==> src/rtl/lcd_text_refresh_if.sv <==
// Buffer read port and nibble-transfer handshake between the text refresher
// (master) and the character buffer / HD44780 nibble engine (slave).
interface lcd_text_refresh_if #(
    parameter int COLS = 16
);
    localparam int AW = 1 + $clog2(COLS);

    logic [AW-1:0] char_addr;
    logic [7:0]    char_data;
    logic          xfer_send;
    logic [4:0]    xfer_cmd;
    logic [20:0]   xfer_delay;
    logic          xfer_done;

    modport master (
        output char_addr, xfer_send, xfer_cmd, xfer_delay,
        input  char_data, xfer_done
    );

    modport slave (
        input  char_addr, xfer_send, xfer_cmd, xfer_delay,
        output char_data, xfer_done
    );
endinterface

==> src/rtl/lcd_text_refresh.sv <==
// Post-init HD44780 4-bit refresher: redraws a 2 x COLS text buffer by sending
// Set-DDRAM-address and character bytes as high/low nibbles to the transfer engine.
module lcd_text_refresh #(
    parameter int CLK_FREQ     = 50_000_000,
    parameter int COLS         = 16,
    parameter int T_NIB_US     = 10,
    parameter int T_CMD_US     = 53,
    parameter bit AUTO_REFRESH = 1'b0
) (
    input  logic               CLK,
    input  logic               RESET,
    input  logic               init_done,
    input  logic               refresh_req,
    lcd_text_refresh_if.master bus,
    output logic               busy,
    output logic               frame_done
);
    localparam int     CW         = $clog2(COLS);
    localparam longint CYC_PER_US = longint'(CLK_FREQ) / 64'sd1_000_000;
    localparam longint T_NIB_CLKS = CYC_PER_US * longint'(T_NIB_US);
    localparam longint T_CMD_CLKS = CYC_PER_US * longint'(T_CMD_US);
    localparam longint DELAY_MAX  = (64'sd1 <<< 21) - 64'sd1;
    localparam logic [20:0] T_NIB = T_NIB_CLKS[20:0];
    localparam logic [20:0] T_CMD = T_CMD_CLKS[20:0];
    localparam logic [CW-1:0] COL_LAST = CW'(COLS - 1);

    generate
        if (T_NIB_CLKS > DELAY_MAX || T_CMD_CLKS > DELAY_MAX || T_NIB_CLKS < 0 || T_CMD_CLKS < 0) begin : g_delay_overflow
            $error("lcd_text_refresh: nibble delay does not fit in 21 bits");
        end
        if (COLS < 2 || COLS > 64 || (COLS & (COLS - 1)) != 0) begin : g_bad_cols
            $error("lcd_text_refresh: COLS must be a power of 2 in 2..64");
        end
    endgenerate

    typedef enum logic [2:0] {
        S_WAIT_INIT,
        S_IDLE,
        S_ADDR_HI,
        S_ADDR_LO,
        S_FETCH,
        S_CHAR_HI,
        S_CHAR_LO,
        S_DONE
    } state_t;

    state_t          state_reg, state_next;
    logic            line_reg, line_next;
    logic [CW-1:0]   col_reg, col_next;
    logic [7:0]      data_reg, data_next;
    logic            fetch_wait_reg, fetch_wait_next;
    logic            pending_reg, pending_next;
    logic            send_reg, send_next;
    logic [4:0]      cmd_reg, cmd_next;
    logic [20:0]     delay_reg, delay_next;
    logic            busy_reg, busy_next;
    logic            frame_done_reg, frame_done_next;
    logic [CW:0]     char_addr_reg, char_addr_next;
    logic [4:0]      launch_cmd;
    logic [20:0]     launch_delay;

    // Nibble and delay for whichever transfer state we are in.
    always_comb begin
        launch_cmd   = 5'b00000;
        launch_delay = T_CMD;
        case (state_reg)
            S_ADDR_HI: begin
                launch_cmd   = {2'b01, line_reg, 2'b00};
                launch_delay = T_NIB;
            end
            S_CHAR_HI: begin
                launch_cmd   = {1'b1, data_reg[7:4]};
                launch_delay = T_NIB;
            end
            S_CHAR_LO: launch_cmd = {1'b1, data_reg[3:0]};
            default: ;
        endcase
    end

    always_comb begin
        state_next      = state_reg;
        line_next       = line_reg;
        col_next        = col_reg;
        data_next       = data_reg;
        fetch_wait_next = fetch_wait_reg;
        send_next       = send_reg;
        cmd_next        = cmd_reg;
        delay_next      = delay_reg;
        busy_next       = busy_reg;
        frame_done_next = 1'b0;

        case (state_reg)
            S_WAIT_INIT: begin
                if (init_done) state_next = S_IDLE;
            end
            S_IDLE: begin
                if (pending_reg || AUTO_REFRESH) begin
                    state_next = S_ADDR_HI;
                    busy_next  = 1'b1;
                    line_next  = 1'b0;
                    col_next   = '0;
                end
            end
            // A transfer state entered with send low spends one idle cycle, giving the
            // mandatory gap, then raises send; done is only honoured while send is high.
            S_ADDR_HI, S_ADDR_LO, S_CHAR_HI, S_CHAR_LO: begin
                if (!send_reg) begin
                    send_next  = 1'b1;
                    cmd_next   = launch_cmd;
                    delay_next = launch_delay;
                end else if (bus.xfer_done) begin
                    send_next = 1'b0;
                    if (state_reg == S_ADDR_HI) begin
                        state_next = S_ADDR_LO;
                    end else if (state_reg == S_ADDR_LO) begin
                        state_next      = S_FETCH;
                        fetch_wait_next = 1'b0;
                    end else if (state_reg == S_CHAR_HI) begin
                        state_next = S_CHAR_LO;
                    end else if (col_reg != COL_LAST) begin
                        col_next        = col_reg + CW'(1);
                        state_next      = S_FETCH;
                        fetch_wait_next = 1'b0;
                    end else if (!line_reg) begin
                        col_next   = '0;
                        line_next  = 1'b1;
                        state_next = S_ADDR_HI;
                    end else begin
                        state_next = S_DONE;
                    end
                end
            end
            S_FETCH: begin
                // First cycle presents the address; second captures the byte and
                // launches the high nibble straight away.
                if (!fetch_wait_reg) begin
                    fetch_wait_next = 1'b1;
                end else begin
                    fetch_wait_next = 1'b0;
                    data_next       = bus.char_data;
                    send_next       = 1'b1;
                    cmd_next        = {1'b1, bus.char_data[7:4]};
                    delay_next      = T_NIB;
                    state_next      = S_CHAR_HI;
                end
            end
            S_DONE: begin
                frame_done_next = 1'b1;
                busy_next       = 1'b0;
                state_next      = S_IDLE;
            end
            default: state_next = S_WAIT_INIT;
        endcase

        pending_next = pending_reg;
        if (state_reg == S_IDLE && state_next == S_ADDR_HI) pending_next = 1'b0;
        if (refresh_req && state_reg != S_WAIT_INIT)        pending_next = 1'b1;

        char_addr_next = {line_next, col_next};
    end

    always_ff @(posedge CLK or posedge RESET) begin
        if (RESET) begin
            state_reg      <= S_WAIT_INIT;
            line_reg       <= 1'b0;
            col_reg        <= '0;
            data_reg       <= 8'h00;
            fetch_wait_reg <= 1'b0;
            pending_reg    <= 1'b0;
            send_reg       <= 1'b0;
            cmd_reg        <= 5'b00000;
            delay_reg      <= 21'd0;
            busy_reg       <= 1'b0;
            frame_done_reg <= 1'b0;
            char_addr_reg  <= '0;
        end else begin
            state_reg      <= state_next;
            line_reg       <= line_next;
            col_reg        <= col_next;
            data_reg       <= data_next;
            fetch_wait_reg <= fetch_wait_next;
            pending_reg    <= pending_next;
            send_reg       <= send_next;
            cmd_reg        <= cmd_next;
            delay_reg      <= delay_next;
            busy_reg       <= busy_next;
            frame_done_reg <= frame_done_next;
            char_addr_reg  <= char_addr_next;
        end
    end

    assign bus.char_addr  = char_addr_reg;
    assign bus.xfer_send  = send_reg;
    assign bus.xfer_cmd   = cmd_reg;
    assign bus.xfer_delay = delay_reg;
    assign busy           = busy_reg;
    assign frame_done     = frame_done_reg;
endmodule
==> src/flat_wrapper.sv <==
// flat-port wrapper written by rule: the top's interface ports become plain ports
module lcd_text_refresh_flat 
#(
    parameter int CLK_FREQ     = 50_000_000,
    parameter int COLS         = 16,
    parameter int T_NIB_US     = 10,
    parameter int T_CMD_US     = 53,
    parameter bit AUTO_REFRESH = 1'b0
)
  (CLK, RESET, init_done, refresh_req, busy, frame_done, bus_char_addr, bus_xfer_send, bus_xfer_cmd, bus_xfer_delay, bus_char_data, bus_xfer_done);
  lcd_text_refresh_if #(.COLS(COLS)) bus_i ();
  input  logic CLK;
  input  logic RESET;
  input  logic init_done;
  input  logic refresh_req;
  output logic busy;
  output logic frame_done;
  output wire logic [$bits(bus_i.char_addr)-1:0] bus_char_addr;
  output wire logic [$bits(bus_i.xfer_send)-1:0] bus_xfer_send;
  output wire logic [$bits(bus_i.xfer_cmd)-1:0] bus_xfer_cmd;
  output wire logic [$bits(bus_i.xfer_delay)-1:0] bus_xfer_delay;
  input wire logic [$bits(bus_i.char_data)-1:0] bus_char_data;
  input wire logic [$bits(bus_i.xfer_done)-1:0] bus_xfer_done;
  assign bus_char_addr = bus_i.char_addr;
  assign bus_xfer_send = bus_i.xfer_send;
  assign bus_xfer_cmd = bus_i.xfer_cmd;
  assign bus_xfer_delay = bus_i.xfer_delay;
  assign bus_i.char_data = bus_char_data;
  assign bus_i.xfer_done = bus_xfer_done;
  lcd_text_refresh #(.CLK_FREQ(CLK_FREQ), .COLS(COLS), .T_NIB_US(T_NIB_US), .T_CMD_US(T_CMD_US), .AUTO_REFRESH(AUTO_REFRESH)) u_core (.CLK(CLK), .RESET(RESET), .init_done(init_done), .refresh_req(refresh_req), .bus(bus_i), .busy(busy), .frame_done(frame_done));
endmodule
==> config.mk <==
export PLATFORM = sky130hd
export DESIGN_NAME = lcd_text_refresh_flat
export DESIGN_NICKNAME = d
export VERILOG_FILES = /design/src/rtl/lcd_text_refresh_if.sv /design/src/rtl/lcd_text_refresh.sv /design/src/flat_wrapper.sv
export SDC_FILE = /design/constraint.sdc
export NUM_CORES = 1
export LEC_CHECK = 0
export ABC_AREA = 1
export CORE_AREA = 4 4 62 64
export CTS_BUF_LIST = sky130_fd_sc_hd__clkbuf_4 sky130_fd_sc_hd__clkbuf_8
export DETAILED_ROUTE_END_ITERATION = 7
export DIE_AREA = 0 0 66 68
export PLACE_DENSITY = 0.88
export SLEW_MARGIN = 20
export SYNTH_ARGS = -nofsm -noshare
export SYNTH_HDL_FRONTEND = slang
export SYNTH_SLANG_ARGS = --single-unit
==> constraint.sdc <==
create_clock -name CLK -period 3.8 [get_ports CLK]
set_input_delay 0.57 -clock CLK [delete_from_list [all_inputs] [get_ports CLK]]
set_output_delay 0.57 -clock CLK [all_outputs]
set_load 0.05 [all_outputs]
==> impl_metrics.env <==
export IMPL_outcome="completed"
export IMPL_met1_usage_pct=21.27
export IMPL_root_buffer="clkbuf_4"
export IMPL_r2r_slack_ns=2.03
export IMPL_place_hpwl_mm=2.593
export IMPL_fin_util_pct=61.41
export IMPL_fp_dieH_um=68
export IMPL_required_ns=3.23
export IMPL_grt_usage_pct=17.53
export IMPL_seqPwrFrac_pct=31.6
export IMPL_p_per_area_nw_per_um2=842.9
export IMPL_antenna_cells=0
export IMPL_hold_viol=0
export IMPL_synthDistinctLibCells=30
export IMPL_ys_warn_count=0
export IMPL_finalCriticalPeriod_ns=2.178
export IMPL_ys_seq_area_share_pct=42.74
export IMPL_clock_power_share_pct=10.8
export IMPL_timing_rr_start="u_core.state_reg[2]"
export IMPL_grt_busiest_layer="met2"
export IMPL_fin_setup_tns_ns=0
export IMPL_ctsResizeCount=0
export IMPL_yosysMostFrequentCell="nand2_1"
export IMPL_drc=0
export IMPL_die_area_um2=4488
export IMPL_criticalPathCategory="reg2out"
export IMPL_synth_common_cells="nand2_1, dfrtp_1, buf_4, inv_1, o21ai_0"
export IMPL_peakVddDrop_uv=398.7
export IMPL_die_w_um=66
export IMPL_layout_drive_gt1_share_pct=9.504
export IMPL_via_count=1437
export IMPL_slew_limit_headroom_pct=61.74
export IMPL_finalCritPeriodShare_pct=57.32
export IMPL_timing_critical_path_cells="clkdlybuf4s50_1"
export IMPL_syn_avg_cell_area_um2=7.971
export IMPL_synth_ff_type="dfrtp_1"
export IMPL_rsz0062_at_grt="no"
export IMPL_antenna_left=0
export IMPL_setup_viol=0
export IMPL_syn_cell_area_um2=1698
export IMPL_start_kind="flip-flop"
export IMPL_drt_iter0_markers=53
export IMPL_ctsHtreeMaxLevel=2
export IMPL_leakage_nw=0.9490
export IMPL_worst_skew_pair_late_latency_ns=0.34
export IMPL_worst_slew_pin_slew_ns=0.5731
export IMPL_hold_class="reg2reg"
export IMPL_numCtsBuffers=5
export IMPL_num_rows=21
export IMPL_crit_path_max_incr_delay_ns=0.83
export IMPL_p_sw_mw=0.8989
export IMPL_ys_ff_latch=29
export IMPL_netlist_instances=213
export IMPL_synth_largest_area_cell="dfrtp_1"
export IMPL_worstHoldStart="u_core.data_reg[3]"
export IMPL_clk_pin_slew_ns=0.09
export IMPL_fillers=287
export IMPL_initial_utilization_pct=51.70
export IMPL_wl_per_cell_um=11.94
export IMPL_portBuffers=35
export IMPL_antenna_found_initial=0
export IMPL_cts_buffer_depth=2
export IMPL_holdBufCountCts=0
export IMPL_grt_util_met2_pct=28.66
export IMPL_async_reset_ff_share_pct=100.0
export IMPL_slew_violations=0
export IMPL_crit_buf_inv=1
export IMPL_core_area_um2=3284
export IMPL_synth_top_area_share_pct=42.74
export IMPL_fmax_mhz=459.1
export IMPL_fin_skew_ns=0.008080
export IMPL_swShare_pct=52.87
export IMPL_final_nets=255
export IMPL_area_delta_synth_final_pct=18.79
export IMPL_synth_edf_count=0
export IMPL_grt_max_degree=30
export IMPL_cpMaxStageDelayCell="clkdlybuf4s50_1"
export IMPL_viasPerCell=4.990
export IMPL_use_met3_pct=3.941
export IMPL_cts_sinks=29
export IMPL_reg2reg_to="u_core.bus.xfer_delay[6]"
export IMPL_gp_congestion=0.9049
export IMPL_totalWireLength_mm=3.439
export IMPL_grt_pass1_vias=1366
export IMPL_post_cts_setup_buffer_count=0
export IMPL_dr_pass1_iters=4
export IMPL_r2r_worst_path_cells=10
export IMPL_globalRoute_totalOverflow=0
export IMPL_ys_top_cells_by_area="dfrtp_1, nand2_1, buf_4"
export IMPL_worstSetupEndpoint="bus_char_addr[0]"
export IMPL_ioPinCount=47
export IMPL_grt_first_pass_wirelength_mm=5.920
export IMPL_cp_depth=1
export IMPL_internal_power_mw=0.8012
export IMPL_power_frac_comb_pct=57.6
export IMPL_worstPathMaxFanout=6
export IMPL_cts_tree="built"
export IMPL_cp_top_family="buffers and inverters"
export IMPL_cap_violations=0
export IMPL_arrival_ns=1.61
export IMPL_crit_path_end_kind="output port"
[logic make-up after synthesis]
| logic type | after synthesis | synth area share (%) |
|---|---|---|
| AO/OA/AOI/OAI | 41 | 12.90 |
| adder cells (fa/ha/maj) | 1 | 0.7368 |
| buffers and inverters | 50 | 16.88 |
| flip-flops | 29 | 42.74 |
| other | 1 | 0.2209 |
| AND/OR/NAND/NOR | 91 | 26.53 |
[through the flow]
stage / area (um2) / hold slack [ns] / power (mW) / setup slack [ns] / std cells
global route: 2017 / 0.5107 / 1.829 / 1.573 / 288
global placement: 1962 / 0.4621 / 1.497 / 1.895 / 280
detailed placement: 1962 / 0.4575 / 1.522 / 1.837 / 280
finish: 2017 / 0.4831 / 1.700 / 1.622 / 288
CTS: 2017 / 0.4806 / 1.706 / 1.614 / 288
floorplan: 1735 / 0.4367 / 1.319 / 2.041 / 223
[worst min path at each step]
stage                              end  slack, ns  cells after the start
floorplan           u_core.data_reg[3]       0.44                      2
global placement    u_core.data_reg[7]       0.46                      2
detailed placement  u_core.data_reg[3]       0.46                      2
CTS                 u_core.data_reg[3]       0.48                      2
global route        u_core.data_reg[3]       0.51                      2
finish              u_core.data_reg[3]       0.48                      2
[routing by layer]
layer	vias up	part of all wire, %
li1	714	-
met1	661	43
met2	55	47
met3	7	7.4
met4	0	2.4
met5	-	0
[placed cells by master (no fill, tap or decap), drive strengths merged]
cell type and count:
nor2 11, o21ai 26, o22ai 2, nor4 1, nand4 1, o221ai 1
nand2 62, ha 1, clkdlybuf4s50 35, nand3b 1, conb 11, a22oi 1
o211ai 2, nand3 12, dfrtp 29, clkinvlp 1, or2 1, a21oi 9
clkbuf 5, nor3 1, inv 26, and3 1, clkinv 2
[power groups by stage]
stage          Clock (mW)  Sequential (mW)  Combinational (mW)
5_1_grt             0.200            0.557                1.07
3_5_place_dp            0            0.540               0.981
2_1_floorplan           0            0.671               0.649
6_report            0.183            0.537               0.980
4_1_cts             0.186            0.535               0.985
3_3_place_gp            0            0.537               0.960
[area by class of cell]
| cell class | instances | area, um2 | area share (%) |
|---|---|---|---|
| clock inverters | 3 | 17.52 | 0.8685 |
| inverters | 26 | 105.1 | 5.211 |
| multi-input cells | 144 | 723.2 | 35.86 |
| clock buffers | 5 | 37.54 | 1.861 |
| well taps | 46 | 57.56 | 2.854 |
| repair buffers | 35 | 350.3 | 17.37 |
| flip-flops and latches | 29 | 725.7 | 35.98 |
(Power assumes the default switching activity.)
